## src/rtl/afifo_wr_arbiter.sv

```systemverilog
// Round-robin, burst-locking arbiter sharing one async-FIFO write port.
// Grant is held until the owner's last beat or MAX_BURST beats.
module afifo_wr_arbiter #(
   parameter int DATA_WIDTH = 8,
   parameter int NREQ       = 4,
   parameter int MAX_BURST  = 16
) (
   input  logic                       wclk,
   input  logic                       w_nrst,
   input  logic [NREQ-1:0]            req_valid,
   input  logic [NREQ*DATA_WIDTH-1:0] req_data,
   input  logic [NREQ-1:0]            req_last,
   output logic [NREQ-1:0]            req_ready,
   input  logic                       full,
   output logic                       winc,
   output logic [DATA_WIDTH-1:0]      wdata,
   output logic [$clog2(NREQ)-1:0]    grant_id,
   output logic                       busy
);

   localparam int IW = $clog2(NREQ);
   localparam int CW = $clog2(MAX_BURST) + 1;

   typedef enum logic {
      IDLE,
      LOCK
   } state_t;

   state_t        state;
   logic [IW-1:0] owner;
   logic [IW-1:0] last_owner;
   logic [CW-1:0] beat_cnt;

   logic [IW-1:0] pick;
   logic          pick_hit;
   logic          xfer;
   logic          last_beat;

   // first valid requester after the previous owner, wrapping
   always_comb begin
      pick     = '0;
      pick_hit = 1'b0;
      for (int k = 1; k <= NREQ; k++) begin
         if (!pick_hit &&
             req_valid[(int'(last_owner) + k) % NREQ]) begin
            pick_hit = 1'b1;
            pick     = IW'((int'(last_owner) + k) % NREQ);
         end
      end
   end

   assign xfer = (state == LOCK) & req_valid[owner] & ~full;

   assign last_beat = req_last[owner] |
                      (beat_cnt == CW'(MAX_BURST - 1));

   assign winc     = xfer;
   assign busy     = (state == LOCK);
   assign grant_id = owner;

   // owner's data steered onto the write port only while locked
   always_comb begin
      wdata = '0;
      if (state == LOCK) begin
         wdata = req_data[int'(owner)*DATA_WIDTH +: DATA_WIDTH];
      end
   end

   // only the owner sees ready, and only on an accepted beat
   always_comb begin
      req_ready = '0;
      for (int i = 0; i < NREQ; i++) begin
         req_ready[i] = xfer & (owner == IW'(i));
      end
   end

   // arbitration and burst-lock state machine
   always_ff @(posedge wclk or negedge w_nrst) begin
      if (!w_nrst) begin
         state      <= IDLE;
         owner      <= '0;
         last_owner <= IW'(NREQ - 1);
         beat_cnt   <= '0;
      end else begin
         unique case (state)
            IDLE: begin
               if (pick_hit) begin
                  owner    <= pick;
                  beat_cnt <= '0;
                  state    <= LOCK;
               end
            end
            LOCK: begin
               if (xfer) begin
                  if (last_beat) begin
                     state      <= IDLE;
                     last_owner <= owner;
                     beat_cnt   <= '0;
                  end else begin
                     beat_cnt <= beat_cnt + 1'b1;
                  end
               end
            end
            default: state <= IDLE;
         endcase
      end
   end

endmodule
```

## config.mk

```make
export PLATFORM = sky130hd
export DESIGN_NAME = afifo_wr_arbiter
export DESIGN_NICKNAME = d
export VERILOG_FILES = /design/src/rtl/afifo_wr_arbiter.sv
export SDC_FILE = /design/constraint.sdc
export NUM_CORES = 1
export LEC_CHECK = 0
export CORE_ASPECT_RATIO = 0.5
export CORE_MARGIN = 8
export CORE_UTILIZATION = 30
export CTS_CLUSTER_SIZE = 25
export DETAILED_ROUTE_END_ITERATION = 12
export PLACE_DENSITY_LB_ADDON = 0.08
export SYNTH_ARGS = -nofsm -noshare
export SYNTH_HDL_FRONTEND = slang
export SYNTH_SLANG_ARGS = --single-unit
```

## constraint.sdc

```tcl
create_clock -name wclk -period 3.1 [get_ports wclk]
set_input_delay 0.62 -clock wclk [delete_from_list [all_inputs] [get_ports wclk]]
set_output_delay 0.62 -clock wclk [all_outputs]
set_load 0.005 [all_outputs]
```

# After elaboration in Yosys (flattened, before gate mapping)
# Index checks and enable logic that the tools add are counted.
# Widths: inputs -> output; s select.
# totals
register_bits,10
wordCells,81
# classes
add_sub_neg,5
magnitude_cmp,5
eq_ne,6
shift,1
muxes,33
bitwise,13
reduce_logical,14
# ops
operator,count
$shiftx 32x6->8,1
$mux 1,17
$lt 3x4->1 const B,4
$mux 5,3
$bmux 1 s2,6
$pmux 5 s2,1
$mux 2,4
$mux 8,1
$reduce_or 2->1,4
$and 1x1->1,6
$add 5x1->5 const B,1
$eq 5x4->1 const B,1
$add 2x1->2 const B,2
$add 2x2->2 const B,2
$and 1x1->1 const A,4
$eq 2x2->1 const B,2
$reduce_and 2->1,2
$logic_and 1x1->1,3
$logic_not 1->1,3
$lt 2x3->1 const B,1
$reduce_and 3->1,1
$eq 2x1->1 const B,1
$logic_not 2->1,1
$ne 2x1->1 const B,1
other kinds (4),5

# Logic depth before layout (Yosys ltp)
# Gate-level depths: netlist (run 1).
# depth
word_depth,18
mapped_depth,7
mapped_depth_nobuf,7

# Worst setup path before layout (run 1)
# No wires, ideal clock.
# synth_path
path_kind,register to output
start,reg owner[0] (netlist: grant_id[0])
end,out wdata[0]
arrival_time_ns,1.401
t_required_ns,2.480
path_slack_ns,1.079
path_stages_with_launch,4
n_path_buf,1
cell_sequence,dfrtp_1 buf_2 mux4_2 and2_1
# synth_between
elab_chain_len,2
# synth_lines
element,line_no,rtl
from (decl),30,logic [IW-1:0] owner;
from (signal assigned),88,owner <= pick;
$shiftx 32x6->8,65,wdata = req_data[int'(owner)*DATA_WIDTH +: DATA_WIDTH];
$mux 8,64,if (state == LOCK) begin
to (decl),16,"output logic [DATA_WIDTH-1:0] wdata,"
# No other way between the ends.

# Worst setup path after layout (run 1)
# Same ends and word-level chain as after synthesis.

==> metrics.txt, run 1 <==
Vias 942; Syn Nets between 100 and 150; pin count of the biggest net entering global routing 20; post-synthesis cell type count 37; Worst Setup SP grant_id[0]$_DFFE_PN0P_; Synth area leaders dfrtp_1 (22%), mux4_2 (20%), and2_1 (6.1%); Top-Level Pins roughly 60; Hold EP beat_cnt[4]$_DFFE_PN0P_; Yosys top cell by area dfrtp_1; Worst Hold Launch beat_cnt[4]$_DFFE_PN0P_; postcts setup bufs 0; Synth Register Bits 10; DRT Wirelength 3.118 mm; CTS max path bufs 2; Pre-Repair DR Iteration Count 4; Reg2Reg Setup Slack roughly 700 ps; CP arrival ~2200 ps; Synth Cell Area 918.4 um^2; Resize count post-CTS 0; cells along the critical path mux4_2, and2_1, clkdlybuf4s50_1; hold crit path type reg2reg; CTS Hold Bufs 0; Worst EP required about 2500 ps; maximum vdd drop 0.4843 mV; origin of the critical flop-to-flop path beat_cnt[0]$_DFFE_PN0P_; CTS sink count 10; remaining global-route overflow 0; max-cap viol count 0; total core area about 0.003 mm^2; Inserted Diodes 0; gpl congestion just over 0.7; nets 199; Post-synth EDFFs 0; number of placement rows 14; Power Density about 700 mW/mm^2; Setup Skew between 3 and 4 ps; Clock Pin Slew Worst Setup and Hold Paths 40 ps; Root Driver clkbuf_8; vias in the first global route 928; die width roughly 94 um; Initial Util 0.3102; unrepaired setup endpoints after global routing no; setup TNS 0 ps; sequential area share after synthesis 0.2752; global-route wire length before repair 4.830 mm; crit path capture type output port; Tot GR Track Use 0.1190; initial DRC count between 40 and 50; fill count between 200 and 300; Synth Instances just over 90; startpoint type of the worst setup path register; Post-DRT Antenna Nets 0; Setup CP Type reg2out; post-synthesis area per instance 9.982 um^2; synth warn 0; die area around 0.0052 mm^2; Detailed Place HPWL about 2.5 mm; CP max FO 17; Synth top area share 0.2180; count leader, synth and2_1; LEAKAGE ~0.62 nW; Final Max Slew Viols 0; FF-to-FF End beat_cnt[3]$_DFFE_PN0P_; achievable clock frequency roughly 0.35 GHz; fin crit share 0.9233; Clock Latency Late Sink 230 ps; layout cells sized above 1 0.1111; outcome finished clean; Worst path slowest cell dfrtp_1; buffers added on ports between 50 and 60; R2R depth 7; ys async rst share 1.000; Hold Fails Final Rpt 0; CTS Buf Count 3; top_reg_cell synth dfrtp_1; Avg WL per Cell approximately 16 um; count of final setup violators 0; Commonest cells post-synth and2_1 (9), dfrtp_1 (8), mux4_2 (8), nand2_1 (7), inv_1 (6); worst-margin pin slew between 700 and 800 ps; residual DRC count 0; Power Total 1.142 mW; area delta synth->final 73.84%; H-tree depth 1; Die Ht ~55 um; vias per cell between 4 and 5; max incr delay on CP 820 ps; initial antenna violation count 0; min Tclk post-route about 2900 ps; hold path cells 2; CTS tree yes; Relative slew margins 0.5025
[placed cells by master, fill, tap and decap left out, types with 2 or more instances in the layout]
| master | count |
|---|---|
| o31ai_1 | 2 |
| and3_1 | 3 |
| a22oi_1 | 2 |
| nand3b_1 | 2 |
| and2_1 | 9 |
| inv_1 | 6 |
| clkdlybuf4s50_1 | 58 |
| nand2_1 | 7 |
| ha_1 | 2 |
| clkbuf_8 | 3 |
| a21oi_1 | 2 |
| o21ai_0 | 4 |
| nor2_1 | 5 |
| mux4_2 | 8 |
| and3b_1 | 2 |
| a31oi_1 | 2 |
| buf_4 | 3 |
| mux2i_1 | 2 |
| mux2_1 | 4 |
| dfrtp_1 | 8 |
| dfstp_2 | 2 |
[final cells by class]
type | count | area, um^2 | share of cell area
multi-input combinational | 72 | 623.1 | 0.3903
sequential | 10 | 252.7 | 0.1583
tap | 40 | 50.05 | 0.03135
timing repair buffer | 61 | 603.1 | 0.3777
clock buffer | 4 | 45.04 | 0.02821
inverter | 6 | 22.52 | 0.01411
[cells by family after synthesis]
family          Yosys count  synth area share
compound gates           21            0.1567
buf+inv                  10           0.04632
fa+ha+maj                 2           0.02724
simple gates             34            0.2112
mux                      15            0.2834
flops                    10            0.2752
[per-stage QoR]
| stage | utilization | setup WS [ps] | instances | hold slack (ps) | instance area [um^2] |
|---|---|---|---|---|---|
| after detailed placement | 0.5241 | 305.4 | 189 | 510.0 | 1551 |
| after CTS | 0.5393 | 194.9 | 193 | 520.3 | 1597 |
| final | 0.5393 | 237.8 | 193 | 511.4 | 1597 |
| after floorplan | - | 1079 | 92 | 324.4 | 918.4 |
| after global routing | 0.5393 | 66.93 | 193 | 559.5 | 1597 |
| after global placement | 0.5241 | 317.0 | 189 | 465.4 | 1551 |
[flip-flops by register name, summed over array words and instances, names as in the netlist]
register,flops
last_owner,2
busy,1
beat_cnt,5
grant_id,2
[report_power, final]
part           switching [mW]  leakage (nW)  internal (mW)
logic                   0.229         0.482          0.467
clock network          0.0426        0.0228         0.0893
registers               0.126         0.120          0.188
total                   0.398         0.624          0.744
[critical path, delay by kind of cell, from the launching register on]
| kind | cells | cell delay (ps) |
|---|---|---|
| flops | 1 | 820 |
| mux | 1 | 580 |
| buf+inv | 1 | 460 |
| simple gates | 1 | 160 |
[worst max path at each step]
| stage | depth (start not counted) | end | slack (ps) |
|---|---|---|---|
| floorplan | 3 | wdata[0] | 1080 |
| finish | 3 | wdata[0] | 240 |
| CTS | 3 | wdata[2] | 190 |
| detailed placement | 4 | winc | 310 |
| global placement | 4 | winc | 320 |
| global route | 3 | wdata[0] | 70 |
[metal layers]
layer,vias to the layer above,part of all wire,GRT usage
met5,-,0,0
met4,0,0,0.01558
met3,0,0.12,0.03903
met2,45,0.40,0.1922
met1,425,0.48,0.1571
li1,472,-,-
Power figures use the tool's default switching activity.
==> run 2, diff against run 1 <==
--- a/constraint.sdc
+++ b/constraint.sdc
@@ -3,2 +3,2 @@
 set_output_delay 0.62 -clock wclk [all_outputs]
-set_load 0.005 [all_outputs]
+set_load 0.02 [all_outputs]
==> metrics.txt, run 2 (synthesis results as in run 1) <==
Detailed Place HPWL 2.658 mm (+4.5%); gr busiest metal met2; max reg flops 5 (unchanged); Inserted Diodes 0 (unchanged); sw frac 0.3999 (+0.05178); Clock Pin Slew Worst Setup and Hold Paths 40 ps (about the same); residual DRC count 0 (unchanged); P_sw 0.5181 mW (+30%); hold crit path type reg2reg; layout cells sized above 1 0.1299 (+0.01876); crit path capture type output port; Root Driver clkbuf_8; fin crit share 0.9327 (+0.009430); cell-internal power 0.7774 mW (+4.4%); combinational share of power 0.641 (+0.032); Power Density 802.0 mW/mm^2 (+12%); M3 GR Usage 0.02288 (-0.01615); initial antenna violation count 0 (unchanged); CTS sink count 10 (unchanged); number of placement rows 14 (unchanged); CP arrival 2270 ps (+30 ps); worst-margin pin slew 584.3 ps (-162.0 ps); remaining global-route overflow 0 (unchanged); fill count 277 (+0.36%); setup TNS 0 ps (unchanged); vias per cell 5.052 (+3.5%); worst slack, placed 211.1 ps (-94.31 ps); H-tree depth 1 (unchanged); count of final setup violators 0 (unchanged); Setup Skew 1.717 ps (-2.199 ps); Vias 980 (+4.0%); global-route wire length before repair 4.919 mm (+1.8%); Initial Util 0.3102 (unchanged); Worst EP required 2480 ps (about the same); total core area 0.002960 mm^2 (unchanged); die area 0.005195 mm^2 (unchanged); achievable clock frequency 0.3459 GHz (-1.0%); Tot GR Track Use 0.1203 (+0.001220); M1 GR Usage 0.1564 (-0.0006658); post-route setup slack 208.6 ps (-29.23 ps); Clock Latency Late Sink 230 ps (about the same); buffers added on ports 58 (unchanged); Relative slew margins 0.6105 (+0.1080); max-cap viol count 0 (unchanged); startpoint type of the worst setup path input pin; die width 94.25 um (unchanged); Post-DRT Antenna Nets 0 (unchanged); maximum vdd drop 0.4314 mV (-11%); nets 200 (+0.50%); Reg with most FFs beat_cnt; Avg WL per Cell 16.60 um (+2.7%); vias in the first global route 983 (+5.9%); M2 GR Usage 0.2082 (+0.01602); CTS max path bufs 2 (unchanged); Setup CP Type in2out; LEAKAGE 0.6346 nW (+1.6%); Top-Level Pins 59 (unchanged); sequential power share 0.237 (-0.039); CP max FO 4 (-13); leading cell type in the layout, fill and taps excluded clkdlybuf4s50_1; outcome finished clean; Final Max Slew Viols 0 (unchanged); CTS Buf Count 3 (unchanged); initial DRC count 44 (-2.2%); Hold Fails Final Rpt 0 (unchanged); postcts setup bufs 0 (unchanged); area delta synth->final 75.89%; unrepaired setup endpoints after global routing no; clock power share 0.122 (+0.007); gpl congestion 0.7037 (-0.75%); min Tclk post-route 2891 ps (+29.23 ps); Pre-Repair DR Iteration Count 4 (unchanged); CTS tree yes; commonest non-fill, non-tap cells in the layout clkdlybuf4s50_1 (58), and2_1 (9), mux4_2 (8); Die Ht 55.13 um (unchanged); DRT Wirelength 3.220 mm (+3.3%); pin count of the biggest net entering global routing 18 (-10%)
-- run 2: changes by cell type in the layout (fill, tap and decap cells not counted) --
cell	before	now
buf_4	3	4
clkbuf_1	1	0
clkbuf_8	3	4
dfrtp_1	8	7
dfrtp_2	0	1
-- run 2: routing by layer --
metal	up-vias	routed length, um
met5	-	0
met4	0	8
met3	2	295
met2	43	1347
met1	459	1569
li1	476	-
-- run 2: what timing repair did --
item,in CTS,in global routing
gates resized for setup,0,1
hold buffers,0,0
endpoints found under the hold margin,0,0
endpoints found under the setup margin,0,5
-- run 2: stage by stage --
step                cell area [um^2]  cells    util  hold WS (ps)  power [mW]
finish                          1615    194  0.5456         492.3       1.296
floorplan                      918.4     92       -         324.4      0.7893
CTS                             1614    194  0.5452         497.1       1.314
detailed placement              1559    190  0.5266         485.3       1.151
global route                    1615    194  0.5456         512.7       1.397
global placement                1559    190  0.5266         464.9       1.145
-- run 2: layout make-up --
cell class              instances  area (um^2)  area share
multi-input cells              72        623.1      0.3857
clock buffers                   4        55.05     0.03408
flip-flops and latches         10        254.0      0.1572
repair buffers                 62        610.6      0.3780
inverters                       6        22.52     0.01394
well taps                      40        50.05     0.03098
-- run 2: critical path: stages --
cell,delay [ps]
clkdlybuf4s50_1,410
nor3b_1,360
a22o_1,250
clkdlybuf4s50_1,620
-- run 2: final timing paths --
kind                       slack, ps  cells past startpoint                    start                   endpoint
max in group asynchronous       2070                      1                   w_nrst  last_owner[0]$_DFFE_PN1P_
min reg2reg                      490                      2  beat_cnt[4]$_DFFE_PN0P_    beat_cnt[4]$_DFFE_PN0P_
min in group asynchronous        700                      1                   w_nrst    beat_cnt[3]$_DFFE_PN0P_
max                              210                      4                     full                       winc
min                              490                      2  beat_cnt[4]$_DFFE_PN0P_    beat_cnt[4]$_DFFE_PN0P_
max reg2reg                      690                      7  beat_cnt[0]$_DFFE_PN0P_    beat_cnt[3]$_DFFE_PN0P_
-- run 2: power groups by stage --
stage               registers [mW]  clock network [mW]  logic, mW
global route                 0.330               0.170      0.897
detailed placement           0.312                   0      0.839
CTS                          0.310               0.162      0.841
global placement             0.315                   0      0.830
finish                       0.307               0.157      0.831
floorplan                    0.257                   0      0.532
==> run 3, diff against run 2 <==
Settings changed: CORE_MARGIN 8 to not set, SKIP_LAST_GASP set to 1.
==> metrics.txt, run 3 (synthesis results as in run 1) <==
outcome finished clean; R2R depth 7 (unchanged); origin of the critical flop-to-flop path beat_cnt[0]$_DFFE_PN0P_; Initial Util 0.3341 (+0.02386); vias in the first global route 822 (-16%); commonest non-fill, non-tap cells in the layout clkdlybuf4s50_1 (58), and2_1 (9), mux4_2 (8); layout cells sized above 1 0.1242 (-0.005687); Avg WL per Cell 14.55 um (-12%); Die Ht 41.13 um (-25%); Inserted Diodes 0 (unchanged); Post-DRT Antenna Nets 0 (unchanged); maximum vdd drop 0.5221 mV (+21%); CTS max path bufs 2 (unchanged); FF-to-FF End beat_cnt[3]$_DFFE_PN0P_; design area 0.001604 mm^2 (-0.70%); Worst Setup SP full; residual DRC count 0 (unchanged); min Tclk post-route 2905 ps (+13.65 ps); fin crit share 0.9371 (+0.004404); Reg with most FFs beat_cnt; die area 0.003300 mm^2 (-36%); worst-margin pin slew 713.6 ps (+129.3 ps); CTS Buf Count 3 (unchanged); vias per cell 5.084 (+0.65%); Pre-Repair DR Iteration Count 4 (unchanged); LEAKAGE 0.6296 nW (-0.78%); CP max FO 4 (unchanged); count of final setup violators 0 (unchanged); setup TNS 0 ps (unchanged); crit path capture winc; total core area 0.002749 mm^2 (-7.1%); gpl congestion 0.7063 (+0.37%); CTS sink count 10 (unchanged); leading cell type in the layout, fill and taps excluded clkdlybuf4s50_1; Relative slew margins 0.5243 (-0.08619); Power Density 805.4 mW/mm^2 (+0.42%); number of placement rows 13 (-1); achievable clock frequency 0.3442 GHz (-0.47%); die width 80.25 um (-15%); Vias 966 (-1.4%); Power Total 1.292 mW (-0.28%); buffers added on ports 58 (unchanged); DRT Wirelength 2.765 mm (-14%); Top-Level Pins 59 (unchanged); Reg2Reg Setup Slack 790 ps (+100 ps); hold crit path type reg2reg; global-route wire length before repair 4.043 mm (-18%); max reg flops 5 (unchanged); initial antenna violation count 0 (unchanged); Clock Pin Slew Worst Setup and Hold Paths 50 ps (about the same); area delta synth->final 74.66%; remaining global-route overflow 0 (unchanged); crit path capture type output port; unrepaired setup endpoints after global routing no; Hold Fails Final Rpt 0 (unchanged); Clock Latency Late Sink 240 ps (about the same); Setup Skew 4.603 ps (+2.885 ps); Final Max Slew Viols 0 (unchanged); startpoint type of the worst setup path input pin; Detailed Place HPWL 2.242 mm (-16%); Root Driver clkbuf_8; postcts setup bufs 0 (unchanged); CP arrival 2290 ps (+20 ps); worst hold slack 485.5 ps (-6.858 ps); Worst EP required 2480 ps (about the same); Setup CP Type in2out; CTS tree yes; max-cap viol count 0 (unchanged); Resize count post-CTS 0 (unchanged); nets 199 (-0.50%); Tot GR Track Use 0.1701 (+0.04981); CTS Hold Bufs 0 (unchanged); DP Area 0.001548 mm^2 (-0.72%); hold path cells 2 (unchanged); pin count of the biggest net entering global routing 20 (+2); H-tree depth 1 (unchanged); initial DRC count 32 (-27%)
run 3: changes by cell type in the layout (fill, tap and decap cells not counted), sizes merged:
cell  change
buf       -1
run 3: stage by stage:
step                      std cells  setup slack [ps]    util
after global routing            190             77.29  0.5835
final                           190             194.9  0.5835
after global placement          186             224.3  0.5630
after detailed placement        186             198.2  0.5630
after CTS                       190             84.79  0.5831
after floorplan                  92             902.5       -
run 3: final cells by class:
cell class	count	area [um^2]
multi-input combinational	72	623.1
fill	243	1145
timing repair buffer	61	603.1
sequential	10	254.0
clock buffer	4	55.05
inverter	6	22.52
tap	37	46.29
run 3: worst min path at each step:
stage,start,slack [ps],endpoint
after floorplan,w_nrst,320,beat_cnt[0]$_DFFE_PN0P_
after global placement,beat_cnt[4]$_DFFE_PN0P_,470,beat_cnt[4]$_DFFE_PN0P_
after detailed placement,beat_cnt[4]$_DFFE_PN0P_,470,beat_cnt[4]$_DFFE_PN0P_
after CTS,beat_cnt[4]$_DFFE_PN0P_,480,beat_cnt[4]$_DFFE_PN0P_
after global routing,beat_cnt[4]$_DFFE_PN0P_,520,beat_cnt[4]$_DFFE_PN0P_
final,beat_cnt[4]$_DFFE_PN0P_,490,beat_cnt[4]$_DFFE_PN0P_
run 3: report_power, final:
part	internal, mW	switching (mW)
registers	0.190	0.124
clock network	0.112	0.0521
logic	0.469	0.345
total	0.771	0.521
run 3: worst max-delay path, stage by stage:
cell and delay (ps):
clkdlybuf4s50_1 420, nor3b_1 370, a22o_1 260, clkdlybuf4s50_1 610
run 3: metal layers:
metal,global-route usage,share of wire
met1,0.2262,0.48
met5,0,0
met3,0.02222,0.081
met2,0.2991,0.42
met4,0.05357,0.0098
